## src/rtl/hub75_scan_ctrl.sv

```systemverilog
// HUB75 panel scan sequencer: walks rows and bit planes, kicks the colour
// shifter for each slot and drives a binary-weighted output-enable window.
module hub75_scan_ctrl #(
    parameter int hpixel_p   = 64,
    parameter int vpixel_p   = 64,
    parameter int bpp_p      = 8,
    parameter int segments_p = 2,
    localparam int rows_p    = vpixel_p / segments_p,
    localparam int row_w     = $clog2(rows_p),
    localparam int addr_w    = $clog2(hpixel_p * vpixel_p),
    localparam int bit_w     = $clog2(bpp_p)
) (
    input  logic              clk,
    input  logic              rst_n,
    input  logic              i_enable,
    input  logic [7:0]        i_base_time,
    input  logic              i_tx_ready,
    output logic              o_tx_start,
    output logic [addr_w-1:0] o_init_addr,
    output logic [bit_w-1:0]  o_pix_bit,
    output logic [row_w-1:0]  o_row_addr,
    output logic              o_oe_n,
    output logic              o_frame_done
);

    typedef enum logic [2:0] {
        IDLE,
        START,
        WAIT_BUSY,
        WAIT_DONE,
        SETTLE,
        DISPLAY,
        NEXT
    } state_e;

    state_e              state_q, state_d;
    logic [row_w-1:0]    row_q, row_d;
    logic [bit_w-1:0]    bit_q, bit_d;
    logic [15:0]         cnt_q, cnt_d;
    logic [7:0]          base_q, base_d;
    logic                tx_start_q, tx_start_d;
    logic [addr_w-1:0]   init_addr_q, init_addr_d;
    logic [bit_w-1:0]    pix_bit_q, pix_bit_d;
    logic [row_w-1:0]    row_addr_q, row_addr_d;
    logic                oe_n_q, oe_n_d;
    logic                frame_done_q, frame_done_d;

    logic [7:0]          base_eff;
    logic [15:0]         t_len;
    logic                last_bit;
    logic                last_row;

    // A zero base time still gets a one-cycle window so every plane is lit.
    assign base_eff = (base_q == 8'd0) ? 8'd1 : base_q;
    assign t_len    = {8'd0, base_eff} << bit_q;
    assign last_bit = (bit_q == bit_w'(bpp_p - 1));
    assign last_row = (row_q == row_w'(rows_p - 1));

    always_comb begin
        state_d      = state_q;
        row_d        = row_q;
        bit_d        = bit_q;
        cnt_d        = 16'd0;
        base_d       = base_q;
        init_addr_d  = init_addr_q;
        pix_bit_d    = pix_bit_q;
        row_addr_d   = row_addr_q;
        tx_start_d   = 1'b0;
        oe_n_d       = 1'b1;
        frame_done_d = 1'b0;

        case (state_q)
            IDLE: begin
                if (i_enable && i_tx_ready) begin
                    state_d = START;
                end
            end
            START: begin
                base_d  = i_base_time;
                state_d = WAIT_BUSY;
            end
            WAIT_BUSY: begin
                // A shifter that never drops ready missed the pulse; fire it again.
                if (!i_tx_ready) begin
                    state_d = WAIT_DONE;
                end else if (cnt_q == 16'd3) begin
                    state_d = START;
                end else begin
                    cnt_d = cnt_q + 16'd1;
                end
            end
            WAIT_DONE: begin
                if (i_tx_ready) begin
                    state_d = SETTLE;
                end
            end
            SETTLE: begin
                state_d = DISPLAY;
            end
            DISPLAY: begin
                if (cnt_q >= t_len - 16'd1) begin
                    state_d = NEXT;
                end else begin
                    cnt_d = cnt_q + 16'd1;
                end
            end
            NEXT: begin
                if (last_bit) begin
                    bit_d = '0;
                    row_d = last_row ? '0 : row_q + row_w'(1);
                end else begin
                    bit_d = bit_q + bit_w'(1);
                end
                if (i_enable && i_tx_ready) begin
                    state_d = START;
                end else begin
                    state_d = IDLE;
                    if (!i_enable) begin
                        row_d = '0;
                        bit_d = '0;
                    end
                end
            end
            default: begin
                state_d = IDLE;
            end
        endcase

        // Outputs are decoded from the next state so they line up with state_q.
        tx_start_d   = (state_d == START);
        oe_n_d       = (state_d != DISPLAY);
        frame_done_d = (state_d == NEXT) && last_bit && last_row;
        if (state_d == START) begin
            init_addr_d = addr_w'(row_d) * addr_w'(hpixel_p);
            pix_bit_d   = bit_d;
        end
        if (state_d == SETTLE) begin
            row_addr_d = row_q;
        end
    end

    always_ff @(posedge clk or negedge rst_n) begin
        if (!rst_n) begin
            state_q      <= IDLE;
            row_q        <= '0;
            bit_q        <= '0;
            cnt_q        <= 16'd0;
            base_q       <= 8'd0;
            tx_start_q   <= 1'b0;
            init_addr_q  <= '0;
            pix_bit_q    <= '0;
            row_addr_q   <= '0;
            oe_n_q       <= 1'b1;
            frame_done_q <= 1'b0;
        end else begin
            state_q      <= state_d;
            row_q        <= row_d;
            bit_q        <= bit_d;
            cnt_q        <= cnt_d;
            base_q       <= base_d;
            tx_start_q   <= tx_start_d;
            init_addr_q  <= init_addr_d;
            pix_bit_q    <= pix_bit_d;
            row_addr_q   <= row_addr_d;
            oe_n_q       <= oe_n_d;
            frame_done_q <= frame_done_d;
        end
    end

    assign o_tx_start   = tx_start_q;
    assign o_init_addr  = init_addr_q;
    assign o_pix_bit    = pix_bit_q;
    assign o_row_addr   = row_addr_q;
    assign o_oe_n       = oe_n_q;
    assign o_frame_done = frame_done_q;

endmodule

```

## config.mk

```make
export PLATFORM = sky130hd
export DESIGN_NAME = hub75_scan_ctrl
export DESIGN_NICKNAME = d
export VERILOG_FILES = /design/src/rtl/hub75_scan_ctrl.sv
export SDC_FILE = /design/constraint.sdc
export NUM_CORES = 1
export LEC_CHECK = 0
export BUFFER_PORTS_ARGS = -buffer_cell sky130_fd_sc_hd__buf_4
export CAP_MARGIN = 25
export CORE_MARGIN = 3
export CORE_UTILIZATION = 56
export CTS_CLUSTER_SIZE = 10
export DETAILED_ROUTE_END_ITERATION = 8
export PLACE_DENSITY = 0.8
export SETUP_SLACK_MARGIN = 0.1
export SLEW_MARGIN = 5
export SYNTH_ARGS = -nofsm -noshare
export SYNTH_HDL_FRONTEND = slang
export SYNTH_SLANG_ARGS = --single-unit
export TNS_END_PERCENT = 10
```

## constraint.sdc

```tcl
create_clock -name clk -period 7.8 [get_ports clk]
set_clock_uncertainty 0.15 [all_clocks]
set_input_delay 0.39 -clock clk [delete_from_list [all_inputs] [get_ports clk]]
set_output_delay 0.39 -clock clk [all_outputs]
set_load 0.01 [all_outputs]
```

# --- Word-level counts from Yosys, hierarchy flattened ---
# Cells that the tools add are included.
totals:
  ram_bits: 0
  latch_bits: 0
  wordCells: 56
  output_inout_bits: 23
  mem_bits_ro: 0
  n_memories: 0
  ff_bits: 51
op_classes:
  reduce_logical: 5
  n_bitwise: 0
  n_mul: 0
  add_sub_neg: 4
  order_cmp: 1
  shift: 1
  n_eq_ne: 13
  n_div: 0
  mux: 21
ops:
  columns: ["operator", "count"]
  rows:
  - ["16-bit 2-to-1 mux", 3]
  - ["16-bit case mux with 2 select lines", 1]
  - ["3-bit 2-to-1 mux", 9]
  - ["5-bit 2-to-1 mux", 5]
  - ["3-bit case mux with 7 select lines", 1]
  - ["3-bit equality test (second input constant)", 6]
  - ["16-bit by 1-bit adder with 16-bit output (second input constant)", 1]
  - ["16-bit by 2-bit equality test with 1-bit output (second input constant)", 1]
  - ["16-bit >= comparator", 1]
  - ["8-bit by 3-bit << shifter with 16-bit output", 1]
  - ["16-bit by 1-bit subtractor with 16-bit output (second input constant)", 1]
  - ["8-bit logical NOT", 1]
  - ["8-bit 2-to-1 mux", 1]
  - ["3-bit by 1-bit equality test with 1-bit output (second input constant)", 2]
  - ["3-bit by 2-bit equality test with 1-bit output (second input constant)", 2]
  - ["5-bit by 1-bit adder with 5-bit output (second input constant)", 1]
  - ["5-bit equality test (second input constant)", 1]
  - ["3-bit by 1-bit adder with 3-bit output (second input constant)", 1]
  - ["1-bit logical AND", 3]
  - ["3-bit logical NOT", 1]
  - ["3-bit != test (second input constant)", 1]
  - ["1-bit 2-to-1 mux", 1]

# --- Longest topological paths before layout ---
logic_depth:
  word_depth: 10
  mapped_depth: 18
  mapped_depth_nobuf: 16

# --- Least setup slack after synthesis ---
# OpenSTA, ideal clock, no wires.
synth_path:
  path_type: "flip-flop to flip-flop"
  start: "register base_q[3]"
  end: "register cnt_q[0]"
  setup_slack_ps: 3812
  t_arrival_ps: 3705
  n_path_buf: 2
  period_less_slack_ps: 3988
  path_stages_with_launch: 17
  cell_sequence: "dfrtp_1 > buf_6 > nor4_4 > a21oi_1 > or2_2 > or3_1 > ha_1 > o31a_1 > o221a_2 > and4_1 > o211ai_1 > ha_1 > nand4_1 > a211o_1 > o21ai_1 > buf_2 > a21oi_1"
synth_between:
  elab_chain_cells: 7
synth_rtl:
  columns: ["item", "line_no", "rtl"]
  rows:
  - ["from (decl)", "40", "logic [7:0] base_q, base_d;"]
  - ["from (signal assigned)", "160", "base_q <= base_d;"]
  - ["8-bit logical NOT", "54", "assign base_eff = (base_q == 8'd0) ? 8'd1 : base_q;"]
  - ["8-bit 2-to-1 mux (*)", "54", null]
  - ["8-bit by 3-bit << shifter with 16-bit output (*)", "55", "assign t_len = {8'd0, base_eff} << bit_q;"]
  - ["16-bit by 1-bit subtractor with 16-bit output (*)", "101", "if (cnt_q >= t_len - 16'd1) begin"]
  - ["16-bit >= comparator (*)", "101", null]
  - ["16-bit 2-to-1 mux (*)", "101", null]
  - ["16-bit case mux with 2 select lines (*)", "72", "case (state_q)"]
  - ["via cnt_d[0]", "39", "logic [15:0] cnt_q, cnt_d;"]
  - ["to (signal assigned)", "159", "cnt_q <= cnt_d;"]
  - ["to (decl)", "39", null]
# The timed path passes the listed nets; every way through them passes the cells marked *.
# A chain may end at the register's enable or synchronous reset.

# --- Final worst setup path ---
layout_path:
  start: "register bit_q[0]"
  end: "register cnt_q[10]"
layout_between:
  elab_chain_cells: 5
layout_rtl:
  columns: ["item", "line_no", "rtl"]
  rows:
  - ["from (decl)", "38", "logic [bit_w-1:0] bit_q, bit_d;"]
  - ["from (signal assigned)", "158", "bit_q <= bit_d;"]
  - ["8-bit by 3-bit << shifter with 16-bit output", "55", null]
  - ["16-bit by 1-bit subtractor with 16-bit output", "101", null]
  - ["16-bit >= comparator", "101", null]
  - ["16-bit 2-to-1 mux", "101", null]
  - ["16-bit case mux with 2 select lines", "72", null]
  - ["via cnt_d[10]", "39", null]
# The timed path passes the listed nets, and every way through them passes these cells.

==> summary.txt <==
Reg2Reg Setup Slack: 2990 ps
MaxCap Viol Count: 0
Vias in the first global route: 2854
Top delay family on crit path: compound AO/OA/AOI/OAI gates
Mean routed wirelength per cell: 16.6 um
Mean Syn Cell Area: 9.78 um2
Final cycle utilization of the critical path: 0.616
WP depth: 12
# fillers: 520
Count of pins over their slew limit: 0
Capturing element type of the critical path: register
DRC: 0
WP data arrival: 4820 ps
Num CTS Buffers: 5
DRT iter0 DRCs: 231
Distinct cells, synth: 67
CP required: 7820 ps
Hold Crit Class: input port to register
Worst Setup SP: bit_q[0]
Pwr Density: 359 nW/um2
Worst r2r dst: cnt_q[10]
Vias/cell: 6.19
Gr usage total: 0.212
Root buf cell: clkbuf_8
Fin nets: 428
Worst slew margin: 0.357
Clk buf depth: 2
Final setup viols: 0
Post-cts repair resize count: 0
Maximum net fanout on the critical path: 29
Setup ws final: 2990 ps
Buffers on Ports: 27
ANT cells: 0
Drt pass-1 iters: 4
Final Wtd Congestion: 0.919
FF-to-FF Start: bit_q[0]
Final min period: 4810 ps
Critical path class: register to register
Worst R2R Path Depth: 12
Ys flop type: dfrtp_1
Final hold viol count: 0
H-tree levels: 2
Clk slew on worst S/H paths: 100 ps
Post-route ant nets: 0
Synth Warn #: 0
RSZ-0062 raised after global routing: false
Total number of vias: 2909
Status: finished, final reports clean
Critical-path top delay cell: dfrtp_1
Async SR Flop Fraction: 1.00
CP Cell Sequence: clkinv_1 -> a211oi_1 -> o21ai_2 -> a2111oi_4 -> nand3_1 -> xor2_1 -> ha_1 -> nand4_1 -> a211o_1 -> o21ai_1 -> buf_4 -> a21oi_1
Routed WL: 7820 um
Crit path to: cnt_q[10]
Max Freq: 208 MHz
Worst path bufs/invs: 2
Synth Register Bits: 51
Worst vdd ir: 0.244 mV
Slowest cell delay on critical path: 920 ps
Top Ports: 35
Hpwl dp: 5690 um
Die height: 87.2 um
CTS Sinks: 51
Starting Density: 0.599
Core Region: 6170 um2
Worst-margin pin slew: 964 ps
Number of synthesized flops with an enable pin: 0
Largest net degree at the start of global routing: 52
Initial antenna violation count: 0
Synthesized instance count: 378
Row cnt: 28
Leakage power: 1.77 nW
Layout cells sized above 1: 0.185
Syn Std Cell Area: 3700 um2
Die area: 7610 um2
Setup TNS: 0 ps
First-pass GRT wire length: 13100 um
Area delta synth->final: 6.43%
Die width: 87.2 um
Pre-CTS setup slack: 3100 ps
Grt total ovfl: 0
CTS tree: built
Startpoint types: register
Seq/Total Area, Yosys: 0.346
Clk_lat worst skew: 310 ps
==> per-layer routing <==
metal | GRT usage | routed length [um]
met1 | 0.280 | 3600
met5 | 0 | 0
met4 | 0.0544 | 86
met2 | 0.362 | 3790
met3 | 0.0369 | 344
==> how the worst min path moves through the flow <==
stage | from | endpoint | slack, ps | cells past startpoint
global placement | rst_n | o_row_addr[3] | 300 | 1
global route | i_base_time[5] | base_q[5] | 160 | 2
floorplan | rst_n | base_q[0] | -60 | 0
finish | i_base_time[4] | base_q[4] | 160 | 2
CTS | i_base_time[4] | base_q[4] | 160 | 2
detailed placement | rst_n | o_row_addr[3] | 310 | 1
==> cells by family (layout without fill, tap and decap cells) <==
kind of cell,after synthesis,after routing,synth area share
compound gates,96,96,0.184
simple gates,113,113,0.174
other cells,2,8,0.00203
xor+xnor,25,25,0.0592
mux,32,32,0.100
buf+inv,37,48,0.0609
flops,51,51,0.346
fa+ha+maj,22,22,0.0745
==> layout make-up <==
cell class | count | area [um2] | share of cell area
Timing Repair Buffer | 29 | 220 | 0.0560
Tap cell | 75 | 93.8 | 0.0239
Sequential cell | 51 | 1280 | 0.325
Inverter | 11 | 41.3 | 0.0105
Multi-Input combinational cell | 296 | 2220 | 0.563
Clock buffer | 6 | 72.6 | 0.0184
Clock inverter | 2 | 12.5 | 0.00318
==> power breakdown <==
group | switching [W] | internal [W]
logic | 0.000421 | 0.000378
registers | 0.000141 | 0.000317
clock network | 0.0000904 | 0.0000630
==> cell usage after synthesis (2+ instances only) <==
| cell | count | area (um2) |
|---|---|---|
| a222oi_1 | 2 | 20.0 |
| nand2_1 | 31 | 116 |
| nor3_1 | 5 | 25.0 |
| clkbuf_1 | 8 | 30.0 |
| or3_1 | 3 | 18.8 |
| a21o_1 | 7 | 52.6 |
| and3_1 | 4 | 25.0 |
| xor2_1 | 13 | 114 |
| mux4_2 | 2 | 45.0 |
| a211oi_1 | 5 | 37.5 |
| buf_2 | 3 | 15.0 |
| nand3b_1 | 2 | 15.0 |
| buf_6 | 5 | 56.3 |
| a21oi_1 | 30 | 150 |
| nor4_1 | 2 | 12.5 |
| o22ai_1 | 5 | 31.3 |
| nand2b_1 | 3 | 18.8 |
| nor2b_1 | 10 | 62.6 |
| a2111oi_0 | 3 | 26.3 |
| a21boi_0 | 2 | 15.0 |
| a31oi_1 | 2 | 12.5 |
| and4_1 | 3 | 26.3 |
| nand3_1 | 13 | 65.1 |
| mux2_2 | 20 | 225 |
| xnor2_1 | 12 | 105 |
| nor2_1 | 9 | 33.8 |
| buf_4 | 9 | 67.6 |
| o21ai_0 | 15 | 75.1 |
| dfrtp_1 | 50 | 1250 |
| nor4b_1 | 3 | 26.3 |
| o221ai_1 | 2 | 17.5 |
| mux2i_1 | 10 | 100 |
| a2111oi_4 | 2 | 55.1 |
| and2_1 | 6 | 37.5 |
| a22o_1 | 6 | 52.6 |
| conb_1 | 2 | 7.51 |
| nor3b_1 | 3 | 22.5 |
| ha_1 | 22 | 275 |
| inv_1 | 10 | 37.5 |
| nand4_1 | 7 | 43.8 |
==> stage by stage <==
stage	power [W]	instances	utilization	hold WS (ps)	area, um2
floorplan	0.00111	384	-	-55.6	3720
global placement	0.00122	460	0.621	298	3830
detailed placement	0.00125	461	0.623	306	3840
CTS	0.00141	470	0.638	160	3930
global route	0.00152	470	0.638	163	3930
finish	0.00141	470	0.638	161	3930
==> registers in the layout, indices dropped and copies added, names as in the netlist <==
signal / cells
cnt_q: 16
base_q: 8
o_init_addr: 5
o_row_addr: 5
row_q: 5
bit_q: 3
o_pix_bit: 3
state_q: 3
o_frame_done: 1
o_oe_n: 1
o_tx_start: 1
==> layout by cell type (no fill, tap or decap), types with 2 or more instances in the layout <==
| cell | count |
|---|---|
| nor4b_1 | 3 |
| dfrtp_1 | 50 |
| a21boi_0 | 2 |
| or3_1 | 3 |
| mux4_2 | 2 |
| and3_1 | 4 |
| xnor2_1 | 12 |
| and2_1 | 6 |
| o22ai_1 | 5 |
| a22o_1 | 6 |
| mux2_2 | 20 |
| a21o_1 | 7 |
| nand3_1 | 13 |
| a211oi_1 | 5 |
| a2111oi_0 | 3 |
| and4_1 | 3 |
| xor2_1 | 13 |
| clkbuf_8 | 5 |
| nand2b_1 | 3 |
| inv_1 | 10 |
| nor3_1 | 5 |
| conb_1 | 8 |
| a21oi_1 | 30 |
| a2111oi_4 | 2 |
| o21ai_0 | 15 |
| nand3b_1 | 2 |
| nand4_1 | 7 |
| nor4_1 | 2 |
| buf_4 | 28 |
| a222oi_1 | 2 |
| nand2_1 | 31 |
| nor3b_1 | 3 |
| o221ai_1 | 2 |
| mux2i_1 | 10 |
| nor2b_1 | 10 |
| ha_1 | 22 |
| nor2_1 | 9 |
| a31oi_1 | 2 |
==> repair_timing <==
| item | 4_1_cts | 5_1_grt |
|---|---|---|
| hold endpoints to repair | 50 | 0 |
| hold buffers | 1 | 0 |
| buffers inserted | 0 | 0 |
Note: power is estimated with default switching activity, not from simulation.
